$ cat src/rtl/popcount_pkg.sv
// Shared types and helpers for the popcount pipeline: the frame FSM state
// encoding, input-count clamping, and the frame-sum width calculation.
package popcount_pkg;

    typedef enum logic [0:0] {
        ACCUM = 1'b0,
        HOLD  = 1'b1
    } state_t;

    // Upstream may deliver values above N_BITS; saturate them rather than trust them.
    function automatic logic [31:0] clamp_cnt(input logic [31:0] count, input logic [31:0] n_bits);
        return (count > n_bits) ? n_bits : count;
    endfunction

    // Smallest width that holds n_bits*frame_len, so the frame sum cannot overflow.
    function automatic int sum_width(input int n_bits, input int frame_len);
        return $clog2(n_bits * frame_len + 1);
    endfunction

endpackage

$ cat src/rtl/popcount_frame_acc_frame_counter.sv
// Word-index counter for one frame: advances on each accepted beat,
// flags the final word of the frame, and clears synchronously.
module frame_counter #(
    parameter int FRAME_LEN = 16
) (
    input  logic clk,
    input  logic nrst,
    input  logic clr,
    input  logic inc,
    output logic tc
);

    localparam int IDX_W = $clog2(FRAME_LEN);

    logic [IDX_W-1:0] idx;

    // NOTE: sequential state uses non-blocking assignments so that every
    // register samples pre-edge values, independent of block ordering.
    always_ff @(posedge clk or negedge nrst) begin
        if (!nrst) begin
            idx <= '0;
        end else if (clr) begin
            idx <= '0;
        end else if (inc) begin
            idx <= idx + 1'b1;
        end
    end

    assign tc = (idx == IDX_W'(FRAME_LEN - 1));

endmodule

$ cat src/rtl/popcount_frame_acc.sv
// Sums popcount results over frames of FRAME_LEN words and presents each
// frame total with a threshold flag. Optional running max: POPCOUNT_FRAME_ACC_MAX_EN.
module popcount_frame_acc
    import popcount_pkg::*;
#(
    parameter int N_BITS    = 32,
    parameter int FRAME_LEN = 16,
    parameter int THRESH    = 256,
    parameter int CNT_W     = $clog2(N_BITS + 1),
    parameter int SUM_W     = sum_width(N_BITS, FRAME_LEN)
) (
    input  logic             clk,
    input  logic             nrst,
    input  logic             in_valid,
    output logic             in_ready,
    input  logic [CNT_W-1:0] in_count,
    output logic             out_valid,
    input  logic             out_ready,
    output logic [SUM_W-1:0] out_sum,
    output logic             out_over
`ifdef POPCOUNT_FRAME_ACC_MAX_EN
    ,
    output logic [CNT_W-1:0] out_max
`endif
);

    state_t           state, state_nxt;
    logic [SUM_W-1:0] acc;
    logic [SUM_W-1:0] next_sum;
    logic [CNT_W-1:0] cnt;
    logic             beat;
    logic             tc;
    logic             last;

    assign cnt      = CNT_W'(clamp_cnt(32'(in_count), 32'(N_BITS)));
    assign next_sum = acc + SUM_W'(cnt);
    assign beat     = in_valid && in_ready;
    assign last     = beat && tc;

    frame_counter #(
        .FRAME_LEN (FRAME_LEN)
    ) u_frame_counter (
        .clk  (clk),
        .nrst (nrst),
        .clr  (last),
        .inc  (beat),
        .tc   (tc)
    );

    always_ff @(posedge clk or negedge nrst) begin
        if (!nrst) begin
            state <= ACCUM;
        end else begin
            state <= state_nxt;
        end
    end

    // NOTE: every combinational output gets a default first, so no path
    // through the case statement can leave a signal unassigned and infer a latch.
    always_comb begin
        state_nxt = state;
        in_ready  = 1'b0;
        out_valid = 1'b0;
        case (state)
            ACCUM: begin
                // Held low while reset is asserted, even though reset state is ACCUM.
                in_ready = nrst;
                if (last) begin
                    state_nxt = HOLD;
                end
            end
            HOLD: begin
                out_valid = 1'b1;
                if (out_ready) begin
                    state_nxt = ACCUM;
                end
            end
            default: state_nxt = ACCUM;
        endcase
    end

    always_ff @(posedge clk or negedge nrst) begin
        if (!nrst) begin
            acc      <= '0;
            out_sum  <= '0;
            out_over <= 1'b0;
        end else if (last) begin
            acc      <= '0;
            out_sum  <= next_sum;
            out_over <= (32'(next_sum) > 32'(THRESH));
        end else if (beat) begin
            acc <= next_sum;
        end
    end

`ifdef POPCOUNT_FRAME_ACC_MAX_EN
    logic [CNT_W-1:0] run_max;
    logic [CNT_W-1:0] max_nxt;

    assign max_nxt = (cnt > run_max) ? cnt : run_max;

    always_ff @(posedge clk or negedge nrst) begin
        if (!nrst) begin
            run_max <= '0;
            out_max <= '0;
        end else if (last) begin
            run_max <= '0;
            out_max <= max_nxt;
        end else if (beat) begin
            run_max <= max_nxt;
        end
    end
`endif

endmodule

$ cat config.mk
export PLATFORM = sky130hd
export DESIGN_NAME = popcount_frame_acc
export DESIGN_NICKNAME = d
export VERILOG_FILES = /design/src/rtl/popcount_pkg.sv /design/src/rtl/popcount_frame_acc_frame_counter.sv /design/src/rtl/popcount_frame_acc.sv
export SDC_FILE = /design/constraint.sdc
export NUM_CORES = 1
export LEC_CHECK = 0
export ABC_AREA = 0
export CAP_MARGIN = 10
export CORE_MARGIN = 5
export CORE_UTILIZATION = 25
export CTS_BUF_LIST = sky130_fd_sc_hd__clkbuf_4
export DETAILED_ROUTE_END_ITERATION = 8
export SETUP_SLACK_MARGIN = 0.3
export SLEW_MARGIN = 15
export SYNTH_ARGS = -nofsm -noshare
export SYNTH_HDL_FRONTEND = slang
export SYNTH_SLANG_ARGS = --single-unit
$ cat constraint.sdc
create_clock -name clk -period 3.6 [get_ports clk]
set_input_delay 0.36 -clock clk [delete_from_list [all_inputs] [get_ports clk]]
set_output_delay 0.36 -clock clk [all_outputs]
set_load 0.01 [all_outputs]
After elaboration in Yosys (flattened, before gate mapping) --
Cells that the tools add are included.
Word-level totals: register bits after elaboration 26, input port bits 10, output and inout bits 13, logic and storage cells 24
Operators by class: $add $sub $neg 2, order comparisons 2, eq/ne operators 1, muxes and demuxes 10, bitwise operators 1, reductions and logical operators 3
Operators with widths (count):
- 2-to-1 mux 10 bit | 2
- adder 10 x 6 -> 10 bit | 1
- greater-than comparator 10 x 9 -> 1 bit (second input constant) | 1
- 2-to-1 mux 4 bit | 2
- greater-than comparator 6 bit (second input constant) | 1
- 2-to-1 mux 6 bit | 1
- adder 4 x 1 -> 4 bit (second input constant) | 1
- == test 4 bit (second input constant) | 1
- 2-to-1 mux 1 bit | 4
- logical AND 1 bit | 2
- one-hot mux 1 bit (2 select lines) | 1
- nonzero test 2 bit | 1
- NOT 1 bit | 1

Depth between registers and ports, before layout --
Gate-level depths: netlist of the first run.
word-level depth 5, mapped depth 9, depth with buffers taken out 9

By module --
A second synthesis of the first run with hierarchy kept.
Unflattened totals: cell total of the unflattened synthesis 153, area, all modules 1420.1 um^2
Modules (own cells, without submodules):
- popcount_frame_acc | times used 1, cells an instance 136, area each 1221.2 um^2, seq. area each 550.5 um^2
- frame_counter | times used 1, cells an instance 17, area each 198.9 um^2, seq. area each 100.1 um^2

Worst setup path before layout of the first run --
No wires, ideal clock.
path kind input port to flip-flop, start point input in_count[0], end point register out_over, library setup time 0.128 ns, arrival time 1.885 ns, data required time 3.472 ns, slack 1.587 ns, cell stages on the path 9, buffers on the path 0, cell sequence nor2b_1 -> ha_1 -> fa_1 -> nand3_1 -> and3_1 -> nor2_1 -> nor3_1 -> nor4bb_1 -> o21bai_1
On the way: longest elaborated chain between the ends 4
RTL lines:
- start, declared | line popcount_frame_acc.sv:16 | input logic [CNT_W-1:0] in_count,
- greater-than comparator 6 bit | line popcount_pkg.sv:12 | return (count > n_bits) ? n_bits : count;
- 2-to-1 mux 6 bit (*) | line popcount_pkg.sv:12
- adder 10 x 6 -> 10 bit (*) | line popcount_frame_acc.sv:36 | assign next_sum = acc + SUM_W'(cnt);
- greater-than comparator 10 x 9 -> 1 bit (*) | line popcount_frame_acc.sv:90 | out_over <= (32'(next_sum) > 32'(THRESH));
- end signal, assigned | line popcount_frame_acc.sv:90
- end, declared | line popcount_frame_acc.sv:20 | output logic out_over
Mark *: on every way between the ends. The rest lies on a longest branch, timed or not. A chain may end at the register's enable or synchronous reset.

Worst setup path after layout of the first run --
start point input in_count[5], end point register out_over
The elaborated chain is that of the path after synthesis.

==> qor.log, run 1 <==
qor: yosys.synthTopCellsByCount sky130_fd_sc_hd__nand2_1 (32), sky130_fd_sc_hd__dfrtp_1 (26), sky130_fd_sc_hd__o21ai_0 (13)
qor: clock_network.clock_tree_buffer_depth 2
qor: floorplan.floorplan.die.height 85.5 um
qor: placement.post-place-ws 759 ps
qor: yosys.dominant_combinational_cell_family_by_area_after_synthesis simple AND/OR/NAND/NOR gates
qor: yosys.synth-simple-area-share 0.211
qor: timing.maxSlewViolCount 0
qor: timing.finalCritPeriodShare 0.687
qor: drt.number_of_iterations_in_the_first_detailed_routing_pass 4
qor: yosys.synth_area_leaders sky130_fd_sc_hd__dfrtp_1 (46%), sky130_fd_sc_hd__nand2_1 (8.4%), sky130_fd_sc_hd__ha_1 (6.1%), sky130_fd_sc_hd__o21ai_0 (4.6%), sky130_fd_sc_hd__mux2_2 (3.2%)
qor: placement.placed_area 1730 um^2
qor: critical_path.timing.critical_path.arrival 2690 ps
qor: drt.drt-vias-per-instance 4.50
qor: placement.place_inst 237
qor: power.static-leakage-power 0.000768 uW
qor: drt.detail_route.wirelength 3.08 mm
qor: yosys.synth.largest_area_cell sky130_fd_sc_hd__dfrtp_1
qor: finish.area_growth_syn_to_layout 22.8%
qor: clock_network.cts_repair_resize_count 0
qor: yosys.synth_async_sr_flop_share 1.00
qor: clock_network.cts_setup_buffers 0
qor: critical_path.ff2ff_setup_slack 1430 ps
qor: critical_path.cp.required 3810 ps
qor: power.switching_power_of_the_nets 413 uW
qor: timing.holdWs 489 ps
qor: clock_network.tritoncts built
qor: critical_path.worstSetupPathType in2reg
qor: power.pwr-share-comb 0.441
qor: drt.drt.antenna.violating_nets 0
qor: yosys.ys_warn_count 0
qor: critical_path.reg2reg_depth 7
qor: power.power_frac_seq 0.439
qor: yosys.syn_nets 164
qor: yosys.xor_and_xnor_area_share_after_synthesis 0.0368
qor: yosys.yosys_register_bits 26
qor: finish.post_route_cells_drive_above_1_share 0.0888
qor: drt.first_iter_violations 36
qor: yosys.synth_seq_area_share 0.456
qor: timing.setup_violation_total_in_the_final_timing_report 0
qor: clock_network.clkTransAtPathRegs 150 ps
qor: yosys.postSynthCellCount 146
qor: clock_network.worstSkewPairLatency 320 ps
qor: timing.slew-limit-headroom 0.680
qor: placement.port_buffers 22
qor: timing.worst-slew-pin-transition 474 ps
qor: power.irDropWorstVdd 0.141 mV
qor: finish.layout.nets 188
qor: power.cellInternalPower 649 uW
qor: yosys.syn_avg_cell_area 9.77 um^2
qor: yosys.yosys-mux-area-fraction 0.0316
qor: global_routing.gr-total-overflow 0
qor: yosys.netlist-cell-type-count 37
qor: floorplan.fp.dieW 85.5 um
qor: placement.hpwl_dp 2.34 mm
qor: finish.insertedDiodeCount 0
qor: floorplan.floorplan.initialDensity 0.257
qor: timing.peak_freq 404 MHz
qor: global_routing.vias_in_the_first_global_route 1128
qor: yosys.synth-edff-count 0
qor: timing.skew 10.9 ps
qor: power.power_density_over_cell_area 606 nW/um^2
qor: critical_path.crit-reg2reg-capture out_over
qor: timing.timing_hold_violations_final 0
qor: drt.detail_route.wl_per_cell 12.8 um
qor: floorplan.die_area 7320 um^2
qor: timing.finalCriticalPeriod 2470 ps
qor: critical_path.worst_setup_path_start_kind input pin
qor: floorplan.top_level_ports 23
qor: clock_network.clk_tree_root_cell sky130_fd_sc_hd__clkbuf_4
qor: critical_path.regToRegStartpoint acc[0]
qor: clock_network.cts.hold.buffers_added 0
qor: critical_path.worstSetupEndpointType flop
qor: drt.drc 0
qor: global_routing.grt_antenna_before_repair 0
qor: clock_network.cts_buffers 3
qor: timing.grt_setup_unrepaired no
qor: status.status finished clean
qor: drt.vias 1085
qor: clock_network.clock_tree.htree_level_count 1
qor: critical_path.critPathMaxFanout 6
qor: yosys.synth-compound-area-share 0.168
qor: timing.setup_slack_of_the_critical_path_after_layout 1130 ps
qor: yosys.post-synth-top-area-fraction 0.456
qor: finish.instances_no_fill 241
qor: yosys.post_synthesis_adder_cell_area_fraction 0.0754
qor: power.power_switching_share 0.389
qor: yosys.synth-main-ff-cell sky130_fd_sc_hd__dfrtp_1
qor: power.clockPowerShare 0.120
qor: min_path.timing.hold.worst.class in2async
qor: clock_network.cts_sinks 26
qor: floorplan.fp.coreArea 5540 um^2
qor: global_routing.grt_max_degree 27
qor: yosys.post-synth-top-count-cell sky130_fd_sc_hd__nand2_1
qor: finish.post-route-cell-area 1750 um^2
qor: global_routing.track_usage 0.0915
qor: job.drv_cap 0
qor: placement.routabilityCongestion 0.713
qor: timing.finalSetupTns 0 ps
qor: yosys.mappedNetlistArea 1430 um^2
qor: floorplan.core.rowCount 27
qor: global_routing.global_route_wire_length_before_repair 5.44 mm
final cells by class:
| type | instances | area (um^2) |
|---|---|---|
| Tap cell | 72 | 90.1 |
| Timing Repair Buffer | 23 | 228 |
| Clock buffer | 3 | 22.5 |
| Sequential cell | 26 | 651 |
| Fill cell | 613 | 3790 |
| Inverter | 3 | 11.3 |
| Clock inverter | 1 | 3.75 |
| Multi-Input combinational cell | 113 | 746 |
metal layers:
layer  up-vias  track usage  share of wire
met5         -            0              0
met1       509        0.131           0.51
met3         2       0.0192          0.034
met4         0       0.0302         0.0045
met2        13        0.137           0.45
li1        561            -              -
critical path: stages:
cell	delay (ps)
sky130_fd_sc_hd__clkdlybuf4s50_1	600
sky130_fd_sc_hd__nor2b_1	90
sky130_fd_sc_hd__ha_1	230
sky130_fd_sc_hd__fa_1	410
sky130_fd_sc_hd__xnor2_1	340
sky130_fd_sc_hd__nand2_1	90
sky130_fd_sc_hd__nor3_1	170
sky130_fd_sc_hd__nor4bb_1	300
sky130_fd_sc_hd__o21bai_1	110
worst max-delay path by stage:
stage / from / to / slack [ps] / cells past startpoint
global route: in_count[5] / out_over / 880 / 9
floorplan: in_count[0] / out_over / 1590 / 9
CTS: in_count[5] / out_over / 1130 / 9
finish: in_count[5] / out_over / 1130 / 9
detailed placement: in_count[5] / out_over / 760 / 9
global placement: in_count[5] / out_over / 850 / 9
logic make-up (layout without fill, tap and decap cells):
kind of cell    Yosys count  in the layout
simple gates             61             61
compound gates           34             34
flops                    26             26
fa+ha+maj                 8              8
buf+inv                   7             30
xor+xnor                  6              6
mux                       4              4
per-stage QoR:
| step | power (uW) | utilization |
|---|---|---|
| 5_1_grt | 1160 | 0.316 |
| 2_1_floorplan | 781 | - |
| 3_5_place_dp | 944 | 0.311 |
| 6_report | 1060 | 0.316 |
| 4_1_cts | 1070 | 0.316 |
| 3_3_place_gp | 943 | 0.311 |
state kept, by name, summed over array words and instances, names as in the netlist:
name	flops
acc	10
u_frame_counter.idx	4
out_sum	10
out_over	1
state	1
layout by cell type (no fill, tap or decap), types with 2 or more instances in the layout:
cell	n
sky130_fd_sc_hd__a21oi_1	3
sky130_fd_sc_hd__xor2_1	2
sky130_fd_sc_hd__xnor2_1	4
sky130_fd_sc_hd__clkbuf_4	3
sky130_fd_sc_hd__o21ai_0	13
sky130_fd_sc_hd__nor2_1	6
sky130_fd_sc_hd__a21oi_2	2
sky130_fd_sc_hd__nor3b_1	2
sky130_fd_sc_hd__nand3_1	4
sky130_fd_sc_hd__a21o_1	2
sky130_fd_sc_hd__a22o_1	5
sky130_fd_sc_hd__nand2b_1	2
sky130_fd_sc_hd__mux2_2	4
sky130_fd_sc_hd__ha_1	7
sky130_fd_sc_hd__nor3_1	2
sky130_fd_sc_hd__nor2b_1	5
sky130_fd_sc_hd__o21bai_1	2
sky130_fd_sc_hd__inv_1	3
sky130_fd_sc_hd__clkdlybuf4s50_1	22
sky130_fd_sc_hd__dfrtp_1	26
sky130_fd_sc_hd__nand2_1	32
power by group through the flow:
stage | Combinational (uW) | Clock [uW] | Sequential (uW)
final | 468 | 128 | 466
after global routing | 532 | 147 | 483
after CTS | 474 | 132 | 468
after detailed placement | 471 | 0 | 473
after global placement | 469 | 0 | 474
after floorplan | 315 | 0 | 466
(Power assumes the default switching activity.)
==> run 2: changes to the inputs <==
==> constraint.sdc (replaced) <==
create_clock -name clk -period 2.6 [get_ports clk]
set_input_delay 0.26 -clock clk [delete_from_list [all_inputs] [get_ports clk]]
set_output_delay 0.26 -clock clk [all_outputs]
set_load 0.01 [all_outputs]
==> run 2 against run 1 <==
Against the previous run: count of clock-buffer cells in the layout did not move; clock power rose by 35%; via count rose by 5.4%; sequential power rose by 40%; critical path type unchanged; first-iteration DRC count rose by 36%; setup slack got worse by 710 ps; non-clock buffer count rose by 7; utilization rose by 1.9 points; combinational power rose by 65%; sequential share of layout area fell by 2.1 points; largest cell class unchanged; wire length rose by 5.6%; power rose by 51%.
==> qor.log, run 2 (same netlist as run 1, synthesis figures left out) <==
qor: finish.postLayoutCoreUtil 0.335 [was 0.316]
qor: floorplan.floorplan.die.height 85.5 um [unchanged]
qor: power.irDropWorstVdd 0.255 mV [was 0.141 mV]
qor: clock_network.clk_tree_root_cell sky130_fd_sc_hd__clkbuf_4 [unchanged]
qor: floorplan.die_area 7320 um^2 [unchanged]
qor: finish.post-route-cell-area 1860 um^2 [was 1750 um^2]
qor: clock_network.worstSkewPairLatency 310 ps [was 320 ps]
qor: critical_path.crit_path_max_incr_delay 410 ps [was 600 ps]
qor: global_routing.grt_max_degree 27 [unchanged]
qor: critical_path.worstPathCellList clkdlybuf4s50_1 > nor2b_1 > ha_1 > fa_1 > nand3_1 > a21oi_4 > o311ai_0 > buf_4 > nand2_1 > o21bai_1 [was clkdlybuf4s50_1 > nor2b_1 > ha_1 > fa_1 > xnor2_1 > nand2_1 > nor3_1 > nor4bb_1 > o21bai_1]
qor: finish.area_growth_syn_to_layout 30.1% [was 22.8%]
qor: power.cellInternalPower 978 uW [was 649 uW]
qor: global_routing.grt_antenna_before_repair 0 [unchanged]
qor: finish.layout.cells.most_common_list sky130_fd_sc_hd__nand2_1 (32), sky130_fd_sc_hd__dfrtp_1 (26), sky130_fd_sc_hd__clkdlybuf4s50_1 (21) [was sky130_fd_sc_hd__nand2_1 (32), sky130_fd_sc_hd__dfrtp_1 (26), sky130_fd_sc_hd__clkdlybuf4s50_1 (22)]
qor: global_routing.top_usage_layer met2 [unchanged]
qor: clock_network.cts_repair_resize_count 0 [unchanged]
qor: critical_path.cp_top_family adder cells [was simple AND/OR/NAND/NOR gates]
qor: global_routing.vias_in_the_first_global_route 1107 [was 1128]
qor: power.static-leakage-power 0.000826 uW [was 0.000768 uW]
qor: critical_path.timing.critical_path.arrival 2430 ps [was 2690 ps]
qor: min_path.timing.hold.worst.class in2async [unchanged]
qor: critical_path.worstSetupEndpointType flop [unchanged]
qor: timing.slew-limit-headroom 0.646 [was 0.680]
qor: finish.largest_registers acc x10, out_sum x10, u_frame_counter.idx x4 [unchanged]
qor: drt.first_iter_violations 49 [was 36]
qor: power.power_density_over_cell_area 862 nW/um^2 [was 606 nW/um^2]
qor: global_routing.track_usage 0.0937 [was 0.0915]
qor: critical_path.worstSetupPathType in2reg [unchanged]
qor: timing.grt_setup_unrepaired no [unchanged]
qor: floorplan.fp.dieW 85.5 um [unchanged]
qor: timing.finalSetupTns 0 ps [unchanged]
qor: clock_network.cts_sinks 26 [unchanged]
qor: drt.detail_route.wirelength 3.25 mm [was 3.08 mm]
qor: status.status finished clean [unchanged]
qor: timing.finalCritPeriodShare 0.838
qor: clock_network.cts_buffers 3 [unchanged]
qor: drt.vias 1144 [was 1085]
qor: critical_path.reg2reg_depth 8 [was 7]
qor: timing.finalCriticalPeriod 2180 ps
qor: power.switching_power_of_the_nets 622 uW [was 413 uW]
qor: clock_network.clock_tree.htree_level_count 1 [unchanged]
qor: global_routing.grt_use_met1 0.124 [was 0.131]
qor: timing.holdWs 428 ps [was 489 ps]
qor: global_routing.grt.met2_usage 0.150 [was 0.137]
qor: timing.peak_freq 459 MHz
qor: clock_network.cts.hold.buffers_added 0 [unchanged]
qor: drt.drt.antenna.violating_nets 0 [unchanged]
qor: power.power_switching_share 0.389 [about the same]
qor: job.drv_cap 0 [unchanged]
qor: timing.timing_hold_violations_final 0 [unchanged]
qor: floorplan.fp.coreArea 5540 um^2 [unchanged]
qor: floorplan.floorplan.initialDensity 0.257 [unchanged]
qor: drt.drc 0 [unchanged]
qor: finish.seqCellArea 651 um^2 [unchanged]
qor: drt.number_of_iterations_in_the_first_detailed_routing_pass 4 [unchanged]
qor: clock_network.tritoncts built [unchanged]
qor: critical_path.worst_setup_path_start_kind input pin [unchanged]
qor: clock_network.clock_tree_buffer_depth 2 [unchanged]
qor: critical_path.critical_path_depth_in_cells 10 [was 9]
qor: timing.skew 5.25 ps [was 10.9 ps]
qor: power.pwr-share-comb 0.484 [was 0.441]
qor: critical_path.cp.required 2850 ps [was 3810 ps]
qor: floorplan.core.rowCount 27 [unchanged]
qor: finish.fillerInstances 595 [was 613]
qor: global_routing.gr-total-overflow 0 [unchanged]
qor: finish.post_route_cells_drive_above_1_share 0.153 [was 0.0888]
qor: power.power_frac_seq 0.408 [was 0.439]
qor: placement.placed_area 1780 um^2 [was 1730 um^2]
qor: finish.layout.cells.most_common sky130_fd_sc_hd__nand2_1 [unchanged]
qor: timing.maxSlewViolCount 0 [unchanged]
qor: power.clockPowerShare 0.108 [was 0.120]
qor: power.power_total 1600 uW [was 1060 uW]
qor: placement.port_buffers 22 [unchanged]
qor: global_routing.global_route_wire_length_before_repair 5.47 mm [was 5.44 mm]
qor: placement.hpwl_dp 2.48 mm [was 2.34 mm]
qor: drt.detail_route.wl_per_cell 13.1 um [was 12.8 um]
qor: timing.setup_violation_total_in_the_final_timing_report 0 [unchanged]
qor: global_routing.globalRouteMet3Util 0.0231 [was 0.0192]
qor: floorplan.top_level_ports 23 [unchanged]
qor: critical_path.critPathMaxFanout 5 [was 6]
qor: critical_path.timing.critical_path.buf_inv 2 [was 1]
qor: timing.worst-slew-pin-transition 527 ps [was 474 ps]
qor: finish.area_used_by_multi_input_combinational_logic 795 um^2 [was 746 um^2]
qor: clock_network.cts_setup_buffers 0 [unchanged]
qor: finish.insertedDiodeCount 0 [unchanged]
qor: drt.drt-vias-per-instance 4.61 [was 4.50]
qor: clock_network.clkTransAtPathRegs 140 ps [was 150 ps]
qor: finish.layout.nets 195 [was 188]
qor: placement.routabilityCongestion 0.763 [was 0.713]
qor: critical_path.critical_path.slowest_cell sky130_fd_sc_hd__clkdlybuf4s50_1 [unchanged]
[run 2: cell count changes in the layout (fill, tap and decap cells not counted), sizes merged]
cell	previous run	this run
buf	1	8
clkdlybuf4s50	22	21
dlymetal6s2s	0	1
[run 2: metrics by stage]
stage | setup WS [ps] | cells
floorplan | 679 | 146
global placement | 33.9 | 244
detailed placement | 21.6 | 244
CTS | 330 | 248
global route | 313 | 248
finish | 421 | 248
[run 2: routing by layer]
metal  part of all wire  up-vias  wire length, um
met5                  0        -                0
met3              0.035        2              113
li1                   -      575                -
met2               0.48       13             1550
met4             0.0074        0               24
met1               0.48      554             1560
[run 2: final timing paths]
kind | startpoint | to | slack [ps]
worst max-delay path | in_count[0] | out_over | 420
worst max register to register | acc[0] | out_over | 500
worst min-delay path | nrst | acc[9] | 430
max in group asynchronous | nrst | acc[4] | 1920
worst min register to register | acc[0] | acc[0] | 500
min in group clk | out_ready | state | 490
[run 2: area by class of cell]
class                   count  area share
clock buffers               3      0.0121
clock inverters             1     0.00202
inverters                   3     0.00607
multi-input cells         113       0.428
flip-flops and latches     26       0.351
well taps                  72      0.0486
repair buffers             30       0.152
[run 2: power groups by stage]
stage / Clock, uW / Combinational [uW] / Sequential (uW)
finish: 173 / 774 / 654
global route: 199 / 862 / 676
CTS: 183 / 723 / 653
detailed placement: 0 / 718 / 660
global placement: 0 / 718 / 656
floorplan: 0 / 436 / 645
==> run 3: changes to the inputs <==
==> constraint.sdc (replaced) <==
create_clock -name clk -period 1.8 [get_ports clk]
set_input_delay 0.18 -clock clk [delete_from_list [all_inputs] [get_ports clk]]
set_output_delay 0.18 -clock clk [all_outputs]
set_load 0.01 [all_outputs]
==> run 3 against run 2 <==
Against the previous run: the flow now finishes with violations (negative setup slack); register-to-register slack worse by 660 ps; combinational power up 110%; power up 80%; sequential power up 48%; wire length up 9.3%; critical path depth down 2; critical path type is now reg2reg; largest cell class unchanged.
==> qor.log, run 3 (same netlist as run 1, synthesis figures left out) <==
qor: status.status finished, violations left [was finished clean]
qor: status.violated_checks negative setup slack
qor: floorplan.floorplan.die.height 85.5 um [unchanged]
qor: floorplan.die_area 7320 um^2 [unchanged]
qor: power.power_frac_seq 0.337 [was 0.408]
qor: finish.area_growth_syn_to_layout 59.3% [was 30.1%]
qor: timing.finalSetupTns -704 ps [was 0 ps]
qor: timing.finalCritPeriodShare 1.09
qor: power.cellInternalPower 1770 uW [was 978 uW]
qor: timing.setup_slack_of_the_critical_path_after_layout -157 ps [was 421 ps]
qor: timing.grt_setup_unrepaired yes [was no]
qor: placement.port_buffers 22 [unchanged]
qor: timing.holdWs 237 ps [was 428 ps]
qor: global_routing.grt_max_degree 27 [unchanged]
qor: critical_path.timing.critical_path.buf_inv 0 [was 2]
qor: floorplan.fp.dieW 85.5 um [unchanged]
qor: finish.layout.cells.most_common_list sky130_fd_sc_hd__buf_4 (35), sky130_fd_sc_hd__nand2_1 (30), sky130_fd_sc_hd__dfrtp_1 (26) [was sky130_fd_sc_hd__nand2_1 (32), sky130_fd_sc_hd__dfrtp_1 (26), sky130_fd_sc_hd__clkdlybuf4s50_1 (21)]
qor: critical_path.critical_path_depth_in_cells 8 [was 10]
qor: clock_network.clkTransAtPathRegs 140 ps [about the same]
qor: finish.seqCellArea 651 um^2 [unchanged]
qor: critical_path.worstSetupPathType reg2reg [was in2reg]
qor: floorplan.top_level_ports 23 [unchanged]
qor: timing.skew 13.5 ps [was 5.25 ps]
qor: critical_path.cp_top_family simple AND/OR/NAND/NOR gates [was adder cells]
qor: finish.layout.nets 224 [was 195]
qor: floorplan.core.rowCount 27 [unchanged]
qor: drt.drt.antenna.violating_nets 0 [unchanged]
qor: global_routing.grt_antenna_before_repair 0 [unchanged]
qor: drt.drc 0 [unchanged]
qor: timing.slew-limit-headroom 0.749 [was 0.646]
qor: critical_path.reg2reg_depth 8 [unchanged]
qor: global_routing.gr-total-overflow 0 [unchanged]
qor: critical_path.timing.critical_path.arrival 2170 ps [was 2430 ps]
qor: power.power_density_over_cell_area 1270 nW/um^2 [was 862 nW/um^2]
qor: floorplan.fp.coreArea 5540 um^2 [unchanged]
qor: timing.maxSlewViolCount 0 [unchanged]
qor: clock_network.clock_tree_buffer_depth 2 [unchanged]
qor: floorplan.floorplan.initialDensity 0.257 [unchanged]
qor: placement.hpwl_dp 2.64 mm [was 2.48 mm]
qor: drt.vias 1235 [was 1144]
qor: critical_path.regToRegStartpoint acc[0] [unchanged]
qor: job.drv_cap 0 [unchanged]
qor: clock_network.cts_buffers 3 [unchanged]
qor: critical_path.crit_path_max_incr_delay 440 ps [was 410 ps]
qor: timing.peak_freq 511 MHz
qor: drt.detail_route.wirelength 3.56 mm [was 3.25 mm]
qor: power.power_total 2880 uW [was 1600 uW]
qor: critical_path.crit_start acc[0] [was in_count[0]]
qor: clock_network.clock_tree.htree_level_count 1 [unchanged]
qor: power.clockPowerShare 0.086 [was 0.108]
qor: power.static-leakage-power 0.00100 uW [was 0.000826 uW]
qor: critical_path.worst_setup_path_start_kind flop [was input pin]
qor: timing.worst-slew-pin-transition 374 ps [was 527 ps]
qor: drt.detail_route.wl_per_cell 12.8 um [was 13.1 um]
qor: critical_path.ff2ff_setup_slack -160 ps [was 500 ps]
qor: drt.number_of_iterations_in_the_first_detailed_routing_pass 4 [unchanged]
qor: finish.area_used_by_multi_input_combinational_logic 993 um^2 [was 795 um^2]
qor: finish.layout.cells.most_common sky130_fd_sc_hd__buf_4 [was sky130_fd_sc_hd__nand2_1]
qor: finish.insertedDiodeCount 0 [unchanged]
qor: drt.first_iter_violations 69 [was 49]
qor: global_routing.vias_in_the_first_global_route 1378 [was 1107]
qor: power.irDropWorstVdd 0.342 mV [was 0.255 mV]
qor: power.pwr-share-comb 0.577 [was 0.484]
qor: finish.post_route_cells_drive_above_1_share 0.395 [was 0.153]
qor: finish.largest_registers acc x10, out_sum x10, u_frame_counter.idx x4 [unchanged]
qor: drt.drt-vias-per-instance 4.46 [was 4.61]
qor: critical_path.cp.required 2010 ps [was 2850 ps]
qor: critical_path.critical_path.slowest_cell sky130_fd_sc_hd__dfrtp_1 [was sky130_fd_sc_hd__clkdlybuf4s50_1]
qor: global_routing.global_route_wire_length_before_repair 6.30 mm [was 5.47 mm]
qor: power.switching_power_of_the_nets 1100 uW [was 622 uW]
qor: timing.finalCriticalPeriod 1960 ps
qor: global_routing.track_usage 0.106 [was 0.0937]
qor: clock_network.worstSkewPairLatency 320 ps [was 310 ps]
qor: clock_network.cts_sinks 26 [unchanged]
qor: critical_path.worstPathCellList ha_4 > fa_2 > nand3_2 > and3_1 > nor2_2 > nor3_2 > nor4bb_4 > o21bai_1 [was clkdlybuf4s50_1 > nor2b_1 > ha_1 > fa_1 > nand3_1 > a21oi_4 > o311ai_0 > buf_4 > nand2_1 > o21bai_1]
qor: timing.timing_hold_violations_final 0 [unchanged]
qor: clock_network.clk_tree_root_cell sky130_fd_sc_hd__clkbuf_4 [unchanged]
qor: critical_path.worst_setup_path_endpoint out_over [unchanged]
qor: min_path.timing.hold.worst.class in2async [unchanged]
qor: clock_network.tritoncts built [unchanged]
qor: critical_path.worstSetupEndpointType flop [unchanged]
qor: timing.setup_violation_total_in_the_final_timing_report 8 [was 0]
qor: placement.routabilityCongestion 0.829 [was 0.763]
qor: power.power_switching_share 0.383 [was 0.389]
qor: critical_path.crit-reg2reg-capture out_over [unchanged]
qor: finish.fillerInstances 556 [was 595]
qor: critical_path.critPathMaxFanout 2 [was 5]
run 3: final cells by class:
| type | count | share of cell area |
|---|---|---|
| flip-flops and latches | 26 | 0.286 |
| clock buffers | 3 | 0.00991 |
| multi-input cells | 113 | 0.437 |
| well taps | 72 | 0.0396 |
| inverters | 3 | 0.00496 |
| repair buffers | 59 | 0.220 |
| clock inverters | 1 | 0.00165 |
run 3: what timing repair did:
item,4_1_cts,5_1_grt
endpoints found under the setup margin,20,21
buffers inserted,7,1
hold buffers,0,0
gates resized for setup,30,12
endpoints found under the hold margin,0,0
pin swaps,13,2
run 3: how the worst min path moves through the flow:
stage / endpoint / slack (ps) / cells after the start / from
final: state / 240 / 2 / nrst
after CTS: state / 240 / 2 / nrst
after global placement: out_sum[1] / 460 / 2 / out_sum[1]
after detailed placement: out_sum[8] / 470 / 2 / out_sum[8]
after global routing: state / 270 / 2 / nrst
after floorplan: acc[0] / -120 / 0 / nrst
run 3: per-layer routing:
| layer | vias up | global-route usage | part of all wire |
|---|---|---|---|
| li1 | 630 | - | - |
| met1 | 586 | 0.134 | 0.46 |
| met2 | 17 | 0.183 | 0.49 |
| met3 | 2 | 0.0202 | 0.041 |
| met4 | 0 | 0.0302 | 0.0070 |
| met5 | - | 0 | 0 |
run 3: power by group through the flow:
| stage | clock network (uW) | registers [uW] | logic (uW) |
|---|---|---|---|
| 5_1_grt | 279 | 1010 | 1820 |
| 4_1_cts | 260 | 969 | 1570 |
| 2_1_floorplan | 0 | 945 | 702 |
| 6_report | 246 | 970 | 1660 |
| 3_3_place_gp | 0 | 955 | 1280 |
| 3_5_place_dp | 0 | 964 | 1290 |
run 3: stage by stage:
| stage | utilization | area (um^2) | setup slack (ps) | cells |
|---|---|---|---|---|
| floorplan | - | 1490 | -23.3 | 146 |
| global placement | 0.360 | 2000 | -593 | 265 |
| detailed placement | 0.360 | 2000 | -650 | 265 |
| CTS | 0.398 | 2200 | -147 | 276 |
| global route | 0.410 | 2270 | -262 | 277 |
| finish | 0.410 | 2270 | -157 | 277 |
